<file path="config.mk">
export PLATFORM = sky130hd
export DESIGN_NAME = rob_buffer_flat
export DESIGN_NICKNAME = d
export VERILOG_FILES = /design/src/rtl/rob_buffer_pkg.sv /design/src/rtl/rob_buffer_if.sv /design/src/rtl/rob_lookup.sv /design/src/rtl/rob_buffer.sv /design/src/flat_wrapper.sv
export SDC_FILE = /design/constraint.sdc
export NUM_CORES = 2
export LEC_CHECK = 0
export CAP_MARGIN = 30
export CORE_MARGIN = 2
export CORE_UTILIZATION = 43
export CTS_CLUSTER_DIAMETER = 80
export DETAILED_ROUTE_END_ITERATION = 6
export PLACE_DENSITY = 0.7
export SETUP_SLACK_MARGIN = 0.15
export SLEW_MARGIN = 20
export SYNTH_ARGS = -nofsm -noshare
export SYNTH_HDL_FRONTEND = slang
export SYNTH_HIERARCHICAL = 1
export SYNTH_SLANG_ARGS = --single-unit
</file>
<file path="constraint.sdc">
create_clock -name clock -period 60.5 [get_ports clock]
set_clock_uncertainty 0.15 [all_clocks]
set_input_delay 12.1 -clock clock [delete_from_list [all_inputs] [get_ports clock]]
set_output_delay 12.1 -clock clock [all_outputs]
set_load 0.005 [all_outputs]
</file>
<file path="src/rtl/rob_buffer_pkg.sv">
// rtl/rob_buffer_pkg.sv - shared widths, tag codes and ROB entry layout
package rob_buffer_pkg;

    localparam int ROB_DEPTH = 16;
    localparam int PTR_W     = 4;
    localparam int IDX_W     = 6;
    localparam int DATA_W    = 32;
    localparam int REG_W     = 5;
    localparam int CNT_W     = 5;

    // Tag value meaning "no producer / operand already available"
    localparam logic [IDX_W-1:0] INVALID_NUM = 6'b010000;

    typedef enum logic [3:0] {
        ADD_OP,
        SUB_OP,
        AND_OP,
        OR_OP,
        XOR_OP,
        SLL_OP,
        SRL_OP,
        MUL_OP,
        LW_OP,
        SW_OP,
        BEQ_OP,
        LI_OP
    } op_e;

    typedef struct packed {
        logic              busy;
        logic              done;
        logic [REG_W-1:0]  dest_reg;
        logic [DATA_W-1:0] data;
    } rob_entry_t;

    // Tags 16..63 (including INVALID_NUM) never name a real entry
    function automatic logic tag_in_range(input logic [IDX_W-1:0] tag);
        return tag < IDX_W'(ROB_DEPTH);
    endfunction

endpackage

</file>
<file path="src/rtl/rob_buffer_if.sv">
// rtl/rob_buffer_if.sv - issue, CDB, lookup and retire signals of the ROB
interface rob_buffer_if;
    import rob_buffer_pkg::*;

    logic              flush;
    logic              alloc_valid;
    logic [REG_W-1:0]  alloc_dest_reg;
    logic              alloc_ready;
    logic [IDX_W-1:0]  alloc_rob_num;
    logic              CDBiscast;
    logic [IDX_W-1:0]  CDBrobNum;
    logic [DATA_W-1:0] CDBdata;
    logic              CDBiscast2;
    logic [IDX_W-1:0]  CDBrobNum2;
    logic [DATA_W-1:0] CDBdata2;
    logic [IDX_W-1:0]  index;
    logic              ready;
    logic [DATA_W-1:0] value;
    logic              commit_valid;
    logic [REG_W-1:0]  commit_reg;
    logic [DATA_W-1:0] commit_data;
    logic [IDX_W-1:0]  commit_rob_num;
    logic [CNT_W-1:0]  count;

    modport master (
        output flush, alloc_valid, alloc_dest_reg,
        output CDBiscast, CDBrobNum, CDBdata, CDBiscast2, CDBrobNum2, CDBdata2,
        output index,
        input  alloc_ready, alloc_rob_num, ready, value,
        input  commit_valid, commit_reg, commit_data, commit_rob_num, count
    );

    modport slave (
        input  flush, alloc_valid, alloc_dest_reg,
        input  CDBiscast, CDBrobNum, CDBdata, CDBiscast2, CDBrobNum2, CDBdata2,
        input  index,
        output alloc_ready, alloc_rob_num, ready, value,
        output commit_valid, commit_reg, commit_data, commit_rob_num, count
    );
endinterface

</file>
<file path="src/rtl/rob_lookup.sv">
// rtl/rob_lookup.sv - operand lookup mux with two-port CDB bypass
module rob_lookup
    import rob_buffer_pkg::*;
(
    input  logic [IDX_W-1:0]  index,
    input  logic [ROB_DEPTH-1:0] entry_done,
    input  logic [DATA_W-1:0] entry_data [ROB_DEPTH],
    input  logic              cdb1_valid,
    input  logic [IDX_W-1:0]  cdb1_tag,
    input  logic [DATA_W-1:0] cdb1_data,
    input  logic              cdb2_valid,
    input  logic [IDX_W-1:0]  cdb2_tag,
    input  logic [DATA_W-1:0] cdb2_data,
    output logic              ready,
    output logic [DATA_W-1:0] value
);

    logic [PTR_W-1:0] slot;
    assign slot = index[PTR_W-1:0];

    // Stored result first, then same-cycle broadcast (port 1 before port 2)
    always_comb begin
        ready = 1'b0;
        value = '0;
        if (tag_in_range(index)) begin
            if (entry_done[slot]) begin
                ready = 1'b1;
                value = entry_data[slot];
            end else if (cdb1_valid && (cdb1_tag == index)) begin
                ready = 1'b1;
                value = cdb1_data;
            end else if (cdb2_valid && (cdb2_tag == index)) begin
                ready = 1'b1;
                value = cdb2_data;
            end
        end
    end

endmodule

</file>
<file path="src/rtl/rob_buffer.sv">
// rtl/rob_buffer.sv - reorder buffer: tag allocation, CDB capture, in-order retire
module rob_buffer
    import rob_buffer_pkg::*;
(
    input  logic        clock,
    input  logic        reset,
    rob_buffer_if.slave rif
);

    rob_entry_t        entries_q [ROB_DEPTH];
    rob_entry_t        entries_d [ROB_DEPTH];
    logic [PTR_W-1:0]  head_q, head_d;
    logic [PTR_W-1:0]  tail_q, tail_d;
    logic [CNT_W-1:0]  count_q, count_d;
    logic              commit_valid_q, commit_valid_d;
    logic [REG_W-1:0]  commit_reg_q, commit_reg_d;
    logic [DATA_W-1:0] commit_data_q, commit_data_d;
    logic [IDX_W-1:0]  commit_rob_num_q, commit_rob_num_d;

    logic              alloc_ready;
    logic              alloc_fire;
    logic              commit_fire;
    logic [ROB_DEPTH-1:0] entry_done;
    logic [DATA_W-1:0] entry_data [ROB_DEPTH];

    // Full check uses the pre-edge count, so a same-edge retire never frees a slot early
    assign alloc_ready = count_q < CNT_W'(ROB_DEPTH);
    assign alloc_fire  = rif.alloc_valid && alloc_ready;
    assign commit_fire = entries_q[head_q].busy && entries_q[head_q].done;

    assign rif.alloc_ready    = alloc_ready;
    assign rif.alloc_rob_num  = {{(IDX_W-PTR_W){1'b0}}, tail_q};
    assign rif.count          = count_q;
    assign rif.commit_valid   = commit_valid_q;
    assign rif.commit_reg     = commit_reg_q;
    assign rif.commit_data    = commit_data_q;
    assign rif.commit_rob_num = commit_rob_num_q;

    // Flatten entry state into the view the lookup mux needs
    always_comb begin
        for (int i = 0; i < ROB_DEPTH; i++) begin
            entry_done[i] = entries_q[i].busy && entries_q[i].done;
            entry_data[i] = entries_q[i].data;
        end
    end

    rob_lookup u_lookup (
        .index      (rif.index),
        .entry_done (entry_done),
        .entry_data (entry_data),
        .cdb1_valid (rif.CDBiscast),
        .cdb1_tag   (rif.CDBrobNum),
        .cdb1_data  (rif.CDBdata),
        .cdb2_valid (rif.CDBiscast2),
        .cdb2_tag   (rif.CDBrobNum2),
        .cdb2_data  (rif.CDBdata2),
        .ready      (rif.ready),
        .value      (rif.value)
    );

    // Next state: flush overrides; otherwise capture, allocate, then retire head
    always_comb begin
        entries_d        = entries_q;
        head_d           = head_q;
        tail_d           = tail_q;
        count_d          = count_q;
        commit_valid_d   = 1'b0;
        commit_reg_d     = commit_reg_q;
        commit_data_d    = commit_data_q;
        commit_rob_num_d = commit_rob_num_q;

        if (rif.flush) begin
            for (int i = 0; i < ROB_DEPTH; i++) begin
                entries_d[i].busy = 1'b0;
                entries_d[i].done = 1'b0;
            end
            head_d  = '0;
            tail_d  = '0;
            count_d = '0;
        end else begin
            // Port 2 is applied first so port 1 overwrites it on a shared tag
            if (rif.CDBiscast2 && tag_in_range(rif.CDBrobNum2)
                    && entries_q[rif.CDBrobNum2[PTR_W-1:0]].busy) begin
                entries_d[rif.CDBrobNum2[PTR_W-1:0]].done = 1'b1;
                entries_d[rif.CDBrobNum2[PTR_W-1:0]].data = rif.CDBdata2;
            end
            if (rif.CDBiscast && tag_in_range(rif.CDBrobNum)
                    && entries_q[rif.CDBrobNum[PTR_W-1:0]].busy) begin
                entries_d[rif.CDBrobNum[PTR_W-1:0]].done = 1'b1;
                entries_d[rif.CDBrobNum[PTR_W-1:0]].data = rif.CDBdata;
            end

            if (alloc_fire) begin
                entries_d[tail_q].busy     = 1'b1;
                entries_d[tail_q].done     = 1'b0;
                entries_d[tail_q].dest_reg = rif.alloc_dest_reg;
                tail_d                     = tail_q + 1'b1;
            end

            if (commit_fire) begin
                entries_d[head_q].busy = 1'b0;
                entries_d[head_q].done = 1'b0;
                head_d                 = head_q + 1'b1;
                commit_valid_d         = 1'b1;
                commit_reg_d           = entries_q[head_q].dest_reg;
                commit_data_d          = entries_q[head_q].data;
                commit_rob_num_d       = {{(IDX_W-PTR_W){1'b0}}, head_q};
            end

            count_d = count_q + CNT_W'(alloc_fire) - CNT_W'(commit_fire);
        end
    end

    // State registers with asynchronous reset
    always_ff @(posedge clock or posedge reset) begin
        if (reset) begin
            for (int i = 0; i < ROB_DEPTH; i++) begin
                entries_q[i] <= '0;
            end
            head_q           <= '0;
            tail_q           <= '0;
            count_q          <= '0;
            commit_valid_q   <= 1'b0;
            commit_reg_q     <= '0;
            commit_data_q    <= '0;
            commit_rob_num_q <= INVALID_NUM;
        end else begin
            entries_q        <= entries_d;
            head_q           <= head_d;
            tail_q           <= tail_d;
            count_q          <= count_d;
            commit_valid_q   <= commit_valid_d;
            commit_reg_q     <= commit_reg_d;
            commit_data_q    <= commit_data_d;
            commit_rob_num_q <= commit_rob_num_d;
        end
    end

endmodule

</file>
<file path="src/flat_wrapper.sv">
// flat-port wrapper written by rule: the top's interface ports become plain ports
module rob_buffer_flat import rob_buffer_pkg::*;
  (clock, reset, rif_flush, rif_alloc_valid, rif_alloc_dest_reg, rif_CDBiscast, rif_CDBrobNum, rif_CDBdata, rif_CDBiscast2, rif_CDBrobNum2, rif_CDBdata2, rif_index, rif_alloc_ready, rif_alloc_rob_num, rif_ready, rif_value, rif_commit_valid, rif_commit_reg, rif_commit_data, rif_commit_rob_num, rif_count);
  rob_buffer_if rif_i ();
  input  logic clock;
  input  logic reset;
  input wire logic [$bits(rif_i.flush)-1:0] rif_flush;
  input wire logic [$bits(rif_i.alloc_valid)-1:0] rif_alloc_valid;
  input wire logic [$bits(rif_i.alloc_dest_reg)-1:0] rif_alloc_dest_reg;
  input wire logic [$bits(rif_i.CDBiscast)-1:0] rif_CDBiscast;
  input wire logic [$bits(rif_i.CDBrobNum)-1:0] rif_CDBrobNum;
  input wire logic [$bits(rif_i.CDBdata)-1:0] rif_CDBdata;
  input wire logic [$bits(rif_i.CDBiscast2)-1:0] rif_CDBiscast2;
  input wire logic [$bits(rif_i.CDBrobNum2)-1:0] rif_CDBrobNum2;
  input wire logic [$bits(rif_i.CDBdata2)-1:0] rif_CDBdata2;
  input wire logic [$bits(rif_i.index)-1:0] rif_index;
  output wire logic [$bits(rif_i.alloc_ready)-1:0] rif_alloc_ready;
  output wire logic [$bits(rif_i.alloc_rob_num)-1:0] rif_alloc_rob_num;
  output wire logic [$bits(rif_i.ready)-1:0] rif_ready;
  output wire logic [$bits(rif_i.value)-1:0] rif_value;
  output wire logic [$bits(rif_i.commit_valid)-1:0] rif_commit_valid;
  output wire logic [$bits(rif_i.commit_reg)-1:0] rif_commit_reg;
  output wire logic [$bits(rif_i.commit_data)-1:0] rif_commit_data;
  output wire logic [$bits(rif_i.commit_rob_num)-1:0] rif_commit_rob_num;
  output wire logic [$bits(rif_i.count)-1:0] rif_count;
  assign rif_i.flush = rif_flush;
  assign rif_i.alloc_valid = rif_alloc_valid;
  assign rif_i.alloc_dest_reg = rif_alloc_dest_reg;
  assign rif_i.CDBiscast = rif_CDBiscast;
  assign rif_i.CDBrobNum = rif_CDBrobNum;
  assign rif_i.CDBdata = rif_CDBdata;
  assign rif_i.CDBiscast2 = rif_CDBiscast2;
  assign rif_i.CDBrobNum2 = rif_CDBrobNum2;
  assign rif_i.CDBdata2 = rif_CDBdata2;
  assign rif_i.index = rif_index;
  assign rif_alloc_ready = rif_i.alloc_ready;
  assign rif_alloc_rob_num = rif_i.alloc_rob_num;
  assign rif_ready = rif_i.ready;
  assign rif_value = rif_i.value;
  assign rif_commit_valid = rif_i.commit_valid;
  assign rif_commit_reg = rif_i.commit_reg;
  assign rif_commit_data = rif_i.commit_data;
  assign rif_commit_rob_num = rif_i.commit_rob_num;
  assign rif_count = rif_i.count;
  rob_buffer u_core (.clock(clock), .reset(reset), .rif(rif_i));
endmodule
</file>
======== After elaboration in Yosys (flattened, before gate mapping) ========
Cells that the tools add are included.
cells by class
  add/sub/neg operators ................... 4
  eq/ne operators ......................... 2
  shift operators ......................... 0
  multiplexer cells ....................... 79
  order comparisons ....................... 14
  div/mod/pow operators ................... 0
  reductions and logical operators ........ 31
  bitwise gates (word level) .............. 6
  multiply operators ...................... 0
operators with widths
  kind                                                                           number
  624-bit bitwise mux                                                            9
  624-bit two-way mux                                                            7
  39-bit demux with 4-bit select                                                 9
  39-bit binary-select mux with 4-bit select                                     3
  39-bit two-way mux                                                             8
  32-bit two-way mux                                                             8
  38-bit two-way mux                                                             4
  32-bit binary-select mux with 4-bit select                                     1
  37-bit two-way mux                                                             1
  2-bit two-way mux                                                              16
  1-bit logical AND                                                              28
  5-bit >= comparator (second input constant)                                    5
  4-bit NOT with 5-bit output                                                    5
  5-bit by 1-bit less-than comparator with 1-bit output (second input constant)  4
  6-bit by 5-bit less-than comparator with 1-bit output (second input constant)  3
  4-bit two-way mux                                                              4
  6-bit equality test                                                            2
  4-bit by 1-bit adder with 4-bit output (second input constant)                 2
  1-bit two-way mux                                                              7
  5-bit by 1-bit adder with 5-bit output                                         1
  4-bit by 5-bit less-than comparator with 1-bit output (second input constant)  1
  5-bit less-than comparator (second input constant)                             1
  5-bit two-way mux                                                              1
  5-bit by 1-bit subtractor with 5-bit output                                    1
  4 further kinds                                                                5
word-level totals
  latch bits .............................. 0
  memory bits (writable) .................. 0
  word-level logic and storage cells ...... 207
  bits in read-only memories .............. 0
  input bits .............................. 93
  memories kept ........................... 0
  register bits after elaboration ......... 680
  output and inout bits ................... 89

======== Logic depth before layout (Yosys ltp) ========
  depth in word-level cells ............... 22
  depth in mapped cells ................... 18
  mapped depth without buffers ............ 15

======== Hierarchy ========
The synthesis kept the hierarchy.
modules (own cells, without submodules)
  module      cells each  area each (µm²)  sequential area each (µm²)  instances
  rob_buffer  3067        35198.8          17017.6                     1
  rob_lookup  459         4937.2           0.0                         1

======== Worst setup path before layout ========
No wires, ideal clock.
  path kind ............................... input to output
  start ................................... input port rif_index[1]
  end ..................................... output port rif_value[2]
  setup slack ............................. 34604 ps
  data arrival time ....................... 13646 ps
  buffers on the path ..................... 3
  required time ........................... 48250 ps
  stages .................................. 8
  cell sequence ........................... buf_4 > mux4_2 > o22a_1 > a2bb2oi_2 > buf_4 > buf_6 > nor2_1 > a311oi_1
on the way
  cells in the longest elaborated chain, start to end .. 6
  elaborated cells between the ends (all ways) .. 15
  classes of those cells .................. 1 x order compare; 2 x eq/ne; 9 x mux; 1 x bitwise; 2 x reduce/logical
ends and longest elaborated chain
  item                                                                                             line                                text
  start: declaration                                                                               flat_wrapper.sv:16                  input wire logic [$bits(rif_i.index)-1:0] rif_index;
  4-bit NOT with 5-bit output (implied by the code) / 6-bit equality test (equally long branches)  rob_lookup.sv:28, rob_lookup.sv:32
  32-bit binary-select mux with 4-bit select / 1-bit logical AND (equally long branches)           rob_lookup.sv:28, rob_lookup.sv:32
  32-bit two-way mux (on tied branches)                                                            rob_lookup.sv:28, rob_lookup.sv:32
  32-bit two-way mux (on tied branches)                                                            rob_lookup.sv:28, rob_lookup.sv:29
  32-bit two-way mux                                                                               rob_lookup.sv:26                    if (entry_done[slot]) begin
  32-bit two-way mux (*)                                                                           rob_lookup.sv:25                    if (tag_in_range(index)) begin
  end: declaration                                                                                 flat_wrapper.sv:20                  output wire logic [$bits(rif_i.value)-1:0] rif_value;
Every way passes the cells marked *; elsewhere a longest branch is shown, timed or not. The select of a mux whose other input is x is not followed.

======== Worst setup path after layout ========
  start ................................... input port rif_index[1]
  end ..................................... output port rif_value[14]
Same word-level chain as after synthesis.

==> results by group <==
Run status
  – Status: complete, no violations

STA
  – Slew at the pin with the worst max-slew slack: 1210 ps
  – Fmax: 35.25 MHz
  – Final Setup Violations: 0
  – TNS Setup: 0 ps
  – Fin. Hold Viols: 0
  – Slew HR: 19.36%
  – RSZ-0062 raised after global routing: false
  – Final Max Tran Viols: 0
  – Final Critical Period: 28370 ps
  – Tcrit/Tclk final: 46.89%

Floorplanning
  – Die Wd: 309.5 um
  – Initial Utilization: 43.20%
  – Chip Height: 309.5 um
  – Core Footprint: 92910 um2
  – Die ar.: 95800 um2
  – Ports: 182
  – Core Rows: 112

GRT
  – Global-route wire length before repair: 221600 um
  – Largest net degree at the start of global routing: 235
  – Initial antenna violation count: 4
  – Gr usage total: 31.06%
  – Gr ovfl total: 0
  – Vias in the first global route: 33360

Route
  – Wire length on met2: 64740 um
  – WL met3: 22520 um
  – DRT Pass-1 Iters: 7
  – Total Wirelength: 150300 um
  – Top sig layer: met5
  – Antenna Nets Post-Route: 0
  – Per-cell routed wire length: 32.13 um
  – 1st-iter DRT viols: 5330
  – DRC Markers: 0
  – Via count: 33920
  – Routed met1 length: 54920 um
  – Via/cell ratio: 7.249

Layout
  – Commonest non-fill, non-tap cell in the layout: dfrtp_1
  – Total of fill cells in the finished design: 8141
  – Footprint of the multi-input gates: 21010 um2
  – Share of cells above drive strength 1: 20.31%
  – Area grow syn2layout: 12.02%
  – Final net count: 3471
  – Commonest non-fill, non-tap cells in the layout: 676 x dfrtp_1, 577 x a22oi_1, 396 x nand2_1
  – Sequential cell area: 17030 um2

Power
  – Cell area power density: 23.44 nW/um2
  – Maximum vdd drop: 20.26 uV
  – Leakage: 17.25 nW
  – Tot Pwr: 1.054 mW

Hold path
  – Min-delay worst type: reg -> reg

Synth
  – Dominant register cell in the synthesized netlist: dfrtp_1
  – Top post-synthesis cells by area: dfrtp_1 42%, mux4_2 15%, a22oi_1 11%, o2bb2ai_1 4.9%, nand2_1 3.8%
  – Post-Syn Area per Cell: 11.38 um2
  – Synthesized area: 40140 um2
  – Cell accounting for the most synthesized area: dfrtp_1
  – YS warnings: 6
  – Post-synthesis register bit count: 680
  – Cells after synthesis: 3526
  – Share of the synthesized area in the top cell type: 42.33%
  – Post-synth EDFFs: 0
  – Sequential area share after synthesis: 42.40%
  – Asr flop ratio synth: 100.0%
  – Yosys cell types: 64

Clock network
  – Clock slew at reported path FFs: 60 ps
  – Post_cts resized: 0
  – Clk root buf: clkbuf_16
  – CTS tree: built
  – Postcts setup bufs: 0
  – Clk Latency, worst-skew pair: 650 ps
  – Clk buf depth: 3
  – H-tree levels: 3
  – Clock sinks: 680
  – Num CTS Buffers: 77
  – Hold-fix buffer count after cts: 0

Place
  – GP Congestion: 0.8722
  – Post-detail-place hpwl: 81680 um
  – Port bufs: 178

Setup path
  – Critical Path Fanout Max: 77
  – Critical Path AT: 16120 ps
  – Startpoint Class: primary input
  – Worst setup EP type: primary output
  – CP Class: in -> out
  – CP required: 48250 ps

Run
  – Max-cap viol count: 0
==> power by group <==
group,internal (mW),total (mW),switching [mW],leakage (nW)
registers,0.464,0.472,0.00737,9.46
logic,0.0383,0.103,0.0642,6.54
clock network,0.275,0.479,0.204,1.25
==> worst paths after layout <==
path                                         startpoint                      endpoint  slack (ps)  cells past startpoint
max in group asynchronous                         reset           u_core/entries_q[6]       45670                      5
min in group asynchronous                         reset    u_core/rif.commit_data[22]       11950                      2
max reg2reg                            u_core/head_q[0]           u_core/rif.count[4]       55630                     17
max                                        rif_index[1]                 rif_value[14]       32130                      8
min                        u_core/rif.commit_rob_num[0]  u_core/rif.commit_rob_num[0]         340                      1
min reg2reg                u_core/rif.commit_rob_num[0]  u_core/rif.commit_rob_num[0]         340                      1
==> worst max-delay path: stages <==
cell	delay, ps
buf_6	670
mux4_2	590
o22a_1	240
a2bb2oi_4	840
buf_4	660
nor2_1	150
a311oi_2	240
clkdlybuf4s50_1	560
==> stage by stage <==
stage          cell area (um2)  std cells  hold slack, ps  worst slack (ps)  utilization [%]
2_1_floorplan            40140       3528           308.2             29190                -
3_3_place_gp             42090       4526           319.1             32200            45.30
3_5_place_dp             42240       4533           330.0             32150            45.46
4_1_cts                  44800       4670           347.6             32140            48.22
5_1_grt                  44950       4677           357.3             32090            48.39
6_report                 44960       4679           338.2             32130            48.39
==> cell families after synthesis <==
group	share of synthesized area, %
fa+ha+maj	0.4552
flops	42.40
xor+xnor	0.3928
compound gates	21.71
mux	22.04
simple gates	7.276
other cells	0.009343
buf+inv	5.711
==> Yosys cell counts (22+ instances only) <==
library cell and number:
buf_1 58, nand3_1 33, nor2b_1 22, mux2_2 89, dfrtp_1 679, o2bb2ai_1 226, nand4_1 24, mux4_1 45
and2_1 23, o21ai_1 60, buf_2 85, a21oi_1 28, mux4_2 270, nor2_1 62, clkbuf_1 333, nand2_1 401
a22oi_1 577, mux2_4 31, o21ai_0 236
==> routing by layer <==
metal / up-vias / global-route usage, %
li1: 13360 / -
met1: 17110 / 41.11
met2: 2856 / 45.13
met3: 591 / 11.63
met4: 2 / 14.57
met5: - / 0.1517
==> final cells by class <==
cell class              count  share of cell area [%]
inverters                  19                  0.1781
multi-input cells        2321                   46.73
diodes                      3                 0.01670
clock inverters            23                  0.5594
clock buffers             114                   5.137
flip-flops and latches    680                   37.87
well taps                1254                   3.490
repair buffers            265                   6.014
Note: power is estimated with default switching activity, not from simulation.
